--- src/rtl/dma_axi_rd_ctrl_if.sv ---
// rtl/dma_axi_rd_ctrl_if.sv - shared types and port bundle for the AXI read DMA back end
//
// dma_axi_rd_pkg : address/data widths, request/response structs, DMA mode enum.
// dma_axi_rd_ctrl_if:
//   streamer side : dma_axi_req, dma_axi_resp, dma_mode, dma_abort, err_clr
//   AXI AR        : arvalid, arready, araddr, arlen, arsize, arburst, arid
//   AXI R         : rvalid, rready, rdata, rresp, rlast
//   FIFO side     : rd_data, rd_valid, rd_ready
//   status        : rd_err, idle
//   modport master = the read controller, modport slave = everything around it.

`ifndef DMA_ADDR_WIDTH
`define DMA_ADDR_WIDTH 32
`endif
`ifndef DMA_DATA_WIDTH
`define DMA_DATA_WIDTH 64
`endif

package dma_axi_rd_pkg;
    localparam int ADDR_W = `DMA_ADDR_WIDTH;
    localparam int DATA_W = `DMA_DATA_WIDTH;
    localparam int STRB_W = DATA_W / 8;
    localparam int ID_W   = 4;

    typedef enum logic [1:0] {
        DMA_MODE_INCR  = 2'd0,
        DMA_MODE_FIXED = 2'd1,
        DMA_MODE_WRAP  = 2'd2
    } dma_mode_t;

    typedef struct packed {
        logic              valid;
        logic [ADDR_W-1:0] addr;
        logic [7:0]        alen;
        logic [2:0]        size;
        logic [STRB_W-1:0] strb;
    } s_dma_axi_req_t;

    typedef struct packed {
        logic ready;
        logic err;
    } s_dma_axi_resp_t;
endpackage

interface dma_axi_rd_ctrl_if;
    import dma_axi_rd_pkg::*;

    s_dma_axi_req_t    dma_axi_req;
    s_dma_axi_resp_t   dma_axi_resp;
    dma_mode_t         dma_mode;
    logic              dma_abort;
    logic              err_clr;

    logic              arvalid;
    logic              arready;
    logic [ADDR_W-1:0] araddr;
    logic [7:0]        arlen;
    logic [2:0]        arsize;
    logic [1:0]        arburst;
    logic [ID_W-1:0]   arid;

    logic              rvalid;
    logic              rready;
    logic [DATA_W-1:0] rdata;
    logic [1:0]        rresp;
    logic              rlast;

    logic [DATA_W-1:0] rd_data;
    logic              rd_valid;
    logic              rd_ready;
    logic              rd_err;
    logic              idle;

    modport master (
        input  dma_axi_req, dma_mode, dma_abort, err_clr,
        input  arready, rvalid, rdata, rresp, rlast, rd_ready,
        output dma_axi_resp, arvalid, araddr, arlen, arsize, arburst, arid,
        output rready, rd_data, rd_valid, rd_err, idle
    );

    modport slave (
        output dma_axi_req, dma_mode, dma_abort, err_clr,
        output arready, rvalid, rdata, rresp, rlast, rd_ready,
        input  dma_axi_resp, arvalid, araddr, arlen, arsize, arburst, arid,
        input  rready, rd_data, rd_valid, rd_err, idle
    );
endinterface

--- src/rtl/dma_axi_rd_ctrl.sv ---
// rtl/dma_axi_rd_ctrl.sv - AXI4 read-master back end for the read DMA streamer
//
// Accepts one streamer request at a time, issues it on AR (single fixed ID),
// tracks up to MAX_OUTSTANDING bursts in a small burst FIFO, counts R beats
// against ARLEN, forwards beats to the DMA FIFO and flags protocol errors.
// Abort stops new requests and drains (accepts and discards) outstanding data.
//
// Ports: clk, rst (synchronous, active high), bus (dma_axi_rd_ctrl_if.master).
// Optional feature macro DMA_RD_STRB_MASK_EN: store req.strb per burst and zero
// disabled bytes of every beat of that burst.

module dma_axi_rd_ctrl
    import dma_axi_rd_pkg::*;
#(
    parameter int              MAX_OUTSTANDING = 4,
    parameter logic [ID_W-1:0] AXI_ID          = '0
) (
    input  logic               clk,
    input  logic               rst,
    dma_axi_rd_ctrl_if.master  bus
);
    localparam int CNT_W = $clog2(MAX_OUTSTANDING + 1);
    localparam int PTR_W = (MAX_OUTSTANDING > 1) ? $clog2(MAX_OUTSTANDING) : 1;

    typedef enum logic {ST_RUN, ST_DRAIN} state_t;
    state_t state_q, state_d;

    logic              init_q;
    logic              arvalid_q;
    logic [ADDR_W-1:0] araddr_q;
    logic [7:0]        arlen_q;
    logic [2:0]        arsize_q;
    logic [1:0]        arburst_q;
    logic [CNT_W-1:0]  os_cnt_q;
    logic [PTR_W-1:0]  wr_ptr_q, rd_ptr_q;
    logic [8:0]        beat_cnt_q;
    logic              rd_err_q;
    logic [7:0]        alen_mem [MAX_OUTSTANDING];

    logic ready, accept, ar_hs, r_hs, fifo_empty, beat_last, pop, err_set;
    logic idle, abort_drain;

    assign idle       = ~arvalid_q & (os_cnt_q == '0);
    assign fifo_empty = (os_cnt_q == '0);
    // init_q keeps ready low for the first cycle out of reset.
    assign ready      = ~arvalid_q & (os_cnt_q < CNT_W'(MAX_OUTSTANDING)) & ~bus.dma_abort
                        & ~abort_drain & ~init_q & ~rst;
    assign accept     = bus.dma_axi_req.valid & ready;
    assign ar_hs      = arvalid_q & bus.arready;
    assign r_hs       = bus.rvalid & bus.rready;
    assign beat_last  = ({1'b0, alen_mem[rd_ptr_q]} == beat_cnt_q);
    // The burst is closed by ARLEN, not RLAST, so a bad RLAST cannot desync the FIFO.
    assign pop        = r_hs & ~fifo_empty & beat_last;
    assign err_set    = r_hs & (fifo_empty | (bus.rlast != beat_last) | (bus.rresp != 2'b00));

    always_comb begin
        state_d     = state_q;
        abort_drain = 1'b0;
        case (state_q)
            ST_RUN:   if (bus.dma_abort && !idle) state_d = ST_DRAIN;
            ST_DRAIN: begin
                abort_drain = 1'b1;
                if (idle) state_d = ST_RUN;
            end
            default:  state_d = ST_RUN;
        endcase
    end

    always_ff @(posedge clk) begin
        if (rst) begin
            state_q    <= ST_RUN;
            init_q     <= 1'b1;
            arvalid_q  <= 1'b0;
            araddr_q   <= '0;
            arlen_q    <= '0;
            arsize_q   <= '0;
            arburst_q  <= '0;
            os_cnt_q   <= '0;
            wr_ptr_q   <= '0;
            rd_ptr_q   <= '0;
            beat_cnt_q <= '0;
            rd_err_q   <= 1'b0;
        end else begin
            state_q <= state_d;
            init_q  <= 1'b0;
            if (accept) begin
                arvalid_q <= 1'b1;
                araddr_q  <= bus.dma_axi_req.addr;
                arlen_q   <= bus.dma_axi_req.alen;
                arsize_q  <= bus.dma_axi_req.size;
                arburst_q <= (bus.dma_mode == DMA_MODE_FIXED) ? 2'b00 : 2'b01;
            end else if (ar_hs) begin
                arvalid_q <= 1'b0;
            end
            if (ar_hs) begin
                wr_ptr_q <= (wr_ptr_q == PTR_W'(MAX_OUTSTANDING - 1)) ? '0 : wr_ptr_q + PTR_W'(1);
            end
            if (pop) begin
                rd_ptr_q <= (rd_ptr_q == PTR_W'(MAX_OUTSTANDING - 1)) ? '0 : rd_ptr_q + PTR_W'(1);
            end
            if (r_hs && !fifo_empty) begin
                beat_cnt_q <= beat_last ? '0 : beat_cnt_q + 9'd1;
            end
            case ({ar_hs, pop})
                2'b10:   os_cnt_q <= os_cnt_q + CNT_W'(1);
                2'b01:   os_cnt_q <= os_cnt_q - CNT_W'(1);
                default: os_cnt_q <= os_cnt_q;
            endcase
            rd_err_q <= err_set | (rd_err_q & ~bus.err_clr);
        end
    end

    always_ff @(posedge clk) begin
        if (ar_hs) alen_mem[wr_ptr_q] <= arlen_q;
    end

`ifdef DMA_RD_STRB_MASK_EN
    logic [STRB_W-1:0] strb_q;
    logic [STRB_W-1:0] strb_mem [MAX_OUTSTANDING];
    logic [STRB_W-1:0] head_strb;
    logic [DATA_W-1:0] rd_data_m;

    always_ff @(posedge clk) begin
        if (rst) strb_q <= '0;
        else if (accept) strb_q <= bus.dma_axi_req.strb;
    end

    always_ff @(posedge clk) begin
        if (ar_hs) strb_mem[wr_ptr_q] <= strb_q;
    end

    assign head_strb = strb_mem[rd_ptr_q];
    for (genvar g = 0; g < STRB_W; g++) begin : g_mask
        assign rd_data_m[g*8 +: 8] = bus.rdata[g*8 +: 8] & {8{head_strb[g]}};
    end
    assign bus.rd_data = rd_data_m;
`else
    logic unused_strb;
    assign unused_strb = ^bus.dma_axi_req.strb;
    assign bus.rd_data = bus.rdata;
`endif

    assign bus.arvalid      = arvalid_q;
    assign bus.araddr       = araddr_q;
    assign bus.arlen        = arlen_q;
    assign bus.arsize       = arsize_q;
    assign bus.arburst      = arburst_q;
    assign bus.arid         = AXI_ID;
    assign bus.rready       = bus.rd_ready | abort_drain;
    assign bus.rd_valid     = bus.rvalid & ~abort_drain;
    assign bus.rd_err       = rd_err_q;
    assign bus.idle         = idle;
    assign bus.dma_axi_resp = '{ready: ready, err: 1'b0};
endmodule

--- src/flat_wrapper.sv ---
// flat-port wrapper written by rule: the top's interface ports become plain ports
module dma_axi_rd_ctrl_flat import dma_axi_rd_pkg::*;
#(
    parameter int              MAX_OUTSTANDING = 4,
    parameter logic [ID_W-1:0] AXI_ID          = '0
)
  (clk, rst, bus_dma_axi_req, bus_dma_mode, bus_dma_abort, bus_err_clr, bus_arready, bus_rvalid, bus_rdata, bus_rresp, bus_rlast, bus_rd_ready, bus_dma_axi_resp, bus_arvalid, bus_araddr, bus_arlen, bus_arsize, bus_arburst, bus_arid, bus_rready, bus_rd_data, bus_rd_valid, bus_rd_err, bus_idle);
  dma_axi_rd_ctrl_if bus_i ();
  input  logic clk;
  input  logic rst;
  input wire logic [$bits(bus_i.dma_axi_req)-1:0] bus_dma_axi_req;
  input wire logic [$bits(bus_i.dma_mode)-1:0] bus_dma_mode;
  input wire logic [$bits(bus_i.dma_abort)-1:0] bus_dma_abort;
  input wire logic [$bits(bus_i.err_clr)-1:0] bus_err_clr;
  input wire logic [$bits(bus_i.arready)-1:0] bus_arready;
  input wire logic [$bits(bus_i.rvalid)-1:0] bus_rvalid;
  input wire logic [$bits(bus_i.rdata)-1:0] bus_rdata;
  input wire logic [$bits(bus_i.rresp)-1:0] bus_rresp;
  input wire logic [$bits(bus_i.rlast)-1:0] bus_rlast;
  input wire logic [$bits(bus_i.rd_ready)-1:0] bus_rd_ready;
  output wire logic [$bits(bus_i.dma_axi_resp)-1:0] bus_dma_axi_resp;
  output wire logic [$bits(bus_i.arvalid)-1:0] bus_arvalid;
  output wire logic [$bits(bus_i.araddr)-1:0] bus_araddr;
  output wire logic [$bits(bus_i.arlen)-1:0] bus_arlen;
  output wire logic [$bits(bus_i.arsize)-1:0] bus_arsize;
  output wire logic [$bits(bus_i.arburst)-1:0] bus_arburst;
  output wire logic [$bits(bus_i.arid)-1:0] bus_arid;
  output wire logic [$bits(bus_i.rready)-1:0] bus_rready;
  output wire logic [$bits(bus_i.rd_data)-1:0] bus_rd_data;
  output wire logic [$bits(bus_i.rd_valid)-1:0] bus_rd_valid;
  output wire logic [$bits(bus_i.rd_err)-1:0] bus_rd_err;
  output wire logic [$bits(bus_i.idle)-1:0] bus_idle;
  assign bus_i.dma_axi_req = bus_dma_axi_req;
  assign bus_i.dma_mode = bus_dma_mode;
  assign bus_i.dma_abort = bus_dma_abort;
  assign bus_i.err_clr = bus_err_clr;
  assign bus_i.arready = bus_arready;
  assign bus_i.rvalid = bus_rvalid;
  assign bus_i.rdata = bus_rdata;
  assign bus_i.rresp = bus_rresp;
  assign bus_i.rlast = bus_rlast;
  assign bus_i.rd_ready = bus_rd_ready;
  assign bus_dma_axi_resp = bus_i.dma_axi_resp;
  assign bus_arvalid = bus_i.arvalid;
  assign bus_araddr = bus_i.araddr;
  assign bus_arlen = bus_i.arlen;
  assign bus_arsize = bus_i.arsize;
  assign bus_arburst = bus_i.arburst;
  assign bus_arid = bus_i.arid;
  assign bus_rready = bus_i.rready;
  assign bus_rd_data = bus_i.rd_data;
  assign bus_rd_valid = bus_i.rd_valid;
  assign bus_rd_err = bus_i.rd_err;
  assign bus_idle = bus_i.idle;
  dma_axi_rd_ctrl #(.MAX_OUTSTANDING(MAX_OUTSTANDING), .AXI_ID(AXI_ID)) u_core (.clk(clk), .rst(rst), .bus(bus_i));
endmodule
--- config.mk ---
export PLATFORM = sky130hd
export DESIGN_NAME = dma_axi_rd_ctrl_flat
export DESIGN_NICKNAME = d
export VERILOG_FILES = /design/src/rtl/dma_axi_rd_ctrl_if.sv /design/src/rtl/dma_axi_rd_ctrl.sv /design/src/flat_wrapper.sv
export SDC_FILE = /design/constraint.sdc
export NUM_CORES = 1
export LEC_CHECK = 0
export CORE_UTILIZATION = 35
export CTS_BUF_LIST = sky130_fd_sc_hd__clkbuf_4 sky130_fd_sc_hd__clkbuf_8
export DETAILED_ROUTE_END_ITERATION = 10
export PLACE_DENSITY_LB_ADDON = 0.05
export SYNTH_ARGS = -nofsm -noshare
export SYNTH_HDL_FRONTEND = slang
export SYNTH_SLANG_ARGS = --single-unit
--- constraint.sdc ---
create_clock -name clk -period 3.7 [get_ports clk]
set_input_delay 0.925 -clock clk [delete_from_list [all_inputs] [get_ports clk]]
set_output_delay 0.925 -clock clk [all_outputs]
set_load 0.02 [all_outputs]
==> results.json <==
{
  "clock-root-buffer": "clkbuf_8",
  "grt_pass1_wl_mm": 15.38,
  "antenna_found_initial": 0,
  "slew_violations": 0,
  "layout-drive-gt1-share_pct": 7.273,
  "critPathMaxFanout": 3,
  "leakagePower_uw": 0.001842,
  "grt_max_degree": 68,
  "power.density_mw_per_mm2": 384.3,
  "synth-main-ff-cell": "dfxtp_1",
  "cp-endpoint": "bus_dma_axi_resp[1]",
  "cts_hold_buffers": 0,
  "ioPinCount": 248,
  "synth.most_common_cell": "nand2_1",
  "clock_latency_ps": 370,
  "start_util_pct": 35.86,
  "tightest_slew_ps": 739.5,
  "ys_seq_area_share_pct": 50.64,
  "syn_inst": 455,
  "cts_tree": "built",
  "period_share_pct": 93.33,
  "placedCellCount": 651,
  "synth_edf_count": 32,
  "die_area_sq_mm": 0.01333,
  "io_buffers": 105,
  "clockBufferDepth": 2,
  "grt_pass1_vias": 3069,
  "clk_pin_slew_ps": 100,
  "first_pass_iters": 4,
  "yosys.area.top_type": "dfxtp_1",
  "die_width_um": 115.5,
  "dp_hpwl_mm": 6.290,
  "synth-seq-cells": 98,
  "final.setup_skew_ps": 7.946,
  "ys_warn_count": 0,
  "overflow": 0,
  "final_antenna_net_count": 0,
  "syn_area_sq_mm": 0.004507,
  "crit_path_start_kind": "primary input",
  "drv_cap": 0,
  "wire_per_inst_um": 14.28,
  "cts_made_buffers": 9,
  "synthToLayoutAreaGrowth_pct": 19.82,
  "critPathArrivalTime_ps": 2530,
  "synth_area_per_cell_sq_um": 9.905,
  "die_h_um": 115.5,
  "h-tree-depth": 3,
  "fin_cells": 667,
  "final_hold_viol_count": 0,
  "synthArstFlopShare_pct": 0,
  "drcViolationCount": 0,
  "first_iter_violations": 118,
  "period_needed_ps": 3453,
  "hold_start": "u_core.bus.araddr[1]",
  "max_freq_mhz": 289.6,
  "num_antenna_cells": 0,
  "whs_ps": 457.2,
  "ys_types": 43,
  "grt_setup_unrepaired": "no",
  "yosys-top-cells-area": "dfxtp_1 29%, edfxtp_1 21%, buf_4 12%",
  "totalWireLength_mm": 9.522,
  "regToRegEndpoint": "u_core.os_cnt_q[2]",
  "hp-class": "register to register",
  "gp_congestion": 0.6949,
  "core_sq_mm": 0.01257,
  "clock_sinks": 98,
  "end_kind": "output port",
  "vias": 3077,
  "status": "complete, no violations",
  "synth.top_cells.by_count": "99 x nand2_1, 71 x buf_4, 66 x dfxtp_1",
  "required_ps": 2770,
  "reg2reg_slack_ps": 630,
  "synth.top_cell.area_share_pct": 29.32,
  "ir_worst_vdd_mv": 0.1507,
  "path_class": "primary input to output port",
  "rows": 41,
  "relSlewSlack_pct": 50.70,
  "critPathLaunch": "bus_dma_abort",
  "postCtsSetupBuffers": 0,
  "setup_viol": 0,
  "via_per_inst": 4.613,
  "rr_worst_depth": 9,
  "layout.nets": 626,
  "grt_usage_pct": 15.34
}
==> metrics by stage <==
stage / util (%) / TNS, ps / power [uW] / setup WS, ps / cell area (sq um)
after floorplan: - / 0 / 1317 / 855.2 / 4526
after global placement: 41.14 / -34.40 / 1305 / -34.40 / 5171
after detailed placement: 41.14 / -35.11 / 1306 / -35.11 / 5171
after CTS: 42.97 / 0 / 2111 / 211.8 / 5400
after global routing: 42.97 / 0 / 2164 / 151.4 / 5400
final: 42.97 / 0 / 2075 / 246.6 / 5400
==> sequential cells by signal, indices dropped and copies added, names as in the netlist, 2 cells and up, named ones only <==
register	count
u_core.bus.arsize	3
u_core.rd_ptr_q	2
u_core.os_cnt_q	3
u_core.wr_ptr_q	2
u_core.bus.araddr	32
u_core.alen_mem	32
u_core.beat_cnt_q	9
u_core.bus.arlen	8
==> cell type report <==
type	count	area, sq um
fill	1208	7168
sequential	98	2282
inverter	2	7.507
clock inverter	5	85.08
multi-input combinational	266	1560
clock buffer	11	145.1
tap	172	215.2
timing repair buffer	113	1105
==> layer usage <==
layer	vias up	share of wire, %	track usage, %
li1	1536	-	-
met1	1406	44	18.55
met2	111	45	22.99
met3	24	9.2	6.433
met4	0	2.2	8.745
met5	-	0	0
==> worst max-delay path, stage by stage <==
cell             delay, ps
clkdlybuf4s50_1        420
or4_1                  530
nor3_1                 160
buf_4                  150
dlygate4sd2_1          340
==> logic make-up after synthesis <==
family	synth area share, %
AO/OA/AOI/OAI	8.690
XOR/XNOR	1.916
adder cells (fa/ha/maj)	2.387
buffers and inverters	15.16
flip-flops	50.64
multiplexers	5.441
other	0.08321
AND/OR/NAND/NOR	15.69
==> worst min path at each step <==
stage | slack (ps) | cells after the start | end
after global placement | 440 | 2 | u_core.bus.araddr[1]
after CTS | 460 | 2 | u_core.bus.araddr[31]
after floorplan | 470 | 2 | register
after detailed placement | 450 | 2 | u_core.bus.araddr[31]
after global routing | 480 | 2 | u_core.bus.araddr[17]
final | 460 | 2 | u_core.bus.araddr[1]
==> layout by cell type (no fill, tap or decap), types with 2 or more instances in the layout <==
| cell type | count |
|---|---|
| a21oi_1 | 56 |
| and2_1 | 5 |
| and3_1 | 5 |
| buf_4 | 8 |
| bufinv_16 | 2 |
| clkbuf_8 | 10 |
| clkdlybuf4s50_1 | 103 |
| conb_1 | 6 |
| dfxtp_1 | 66 |
| edfxtp_1 | 32 |
| ha_1 | 7 |
| inv_1 | 2 |
| mux2_2 | 2 |
| mux2i_1 | 5 |
| mux4_1 | 4 |
| mux4_2 | 3 |
| nand2_1 | 99 |
| nand2b_1 | 4 |
| nand3_1 | 3 |
| nor2_1 | 8 |
| nor2b_1 | 4 |
| nor3_1 | 10 |
| nor3b_1 | 3 |
| nor4_1 | 4 |
| o21ai_0 | 7 |
| o22ai_1 | 6 |
| or2_2 | 3 |
| or3_1 | 2 |
| xnor2_1 | 7 |
==> what timing repair did <==
item                                    4_1_cts  5_1_grt
hold endpoints to repair                      0        0
resized for setup                             1        0
endpoints found under the setup margin        1        0
==> report_power, final <==
group          leakage (uW)  switching, uW  total [uW]  internal (uW)
clock network      0.000114            385         796            411
logic              0.000875           68.0         153           85.5
registers          0.000853           8.91        1130           1120
No activity file was read; power rests on OpenSTA's default activity.
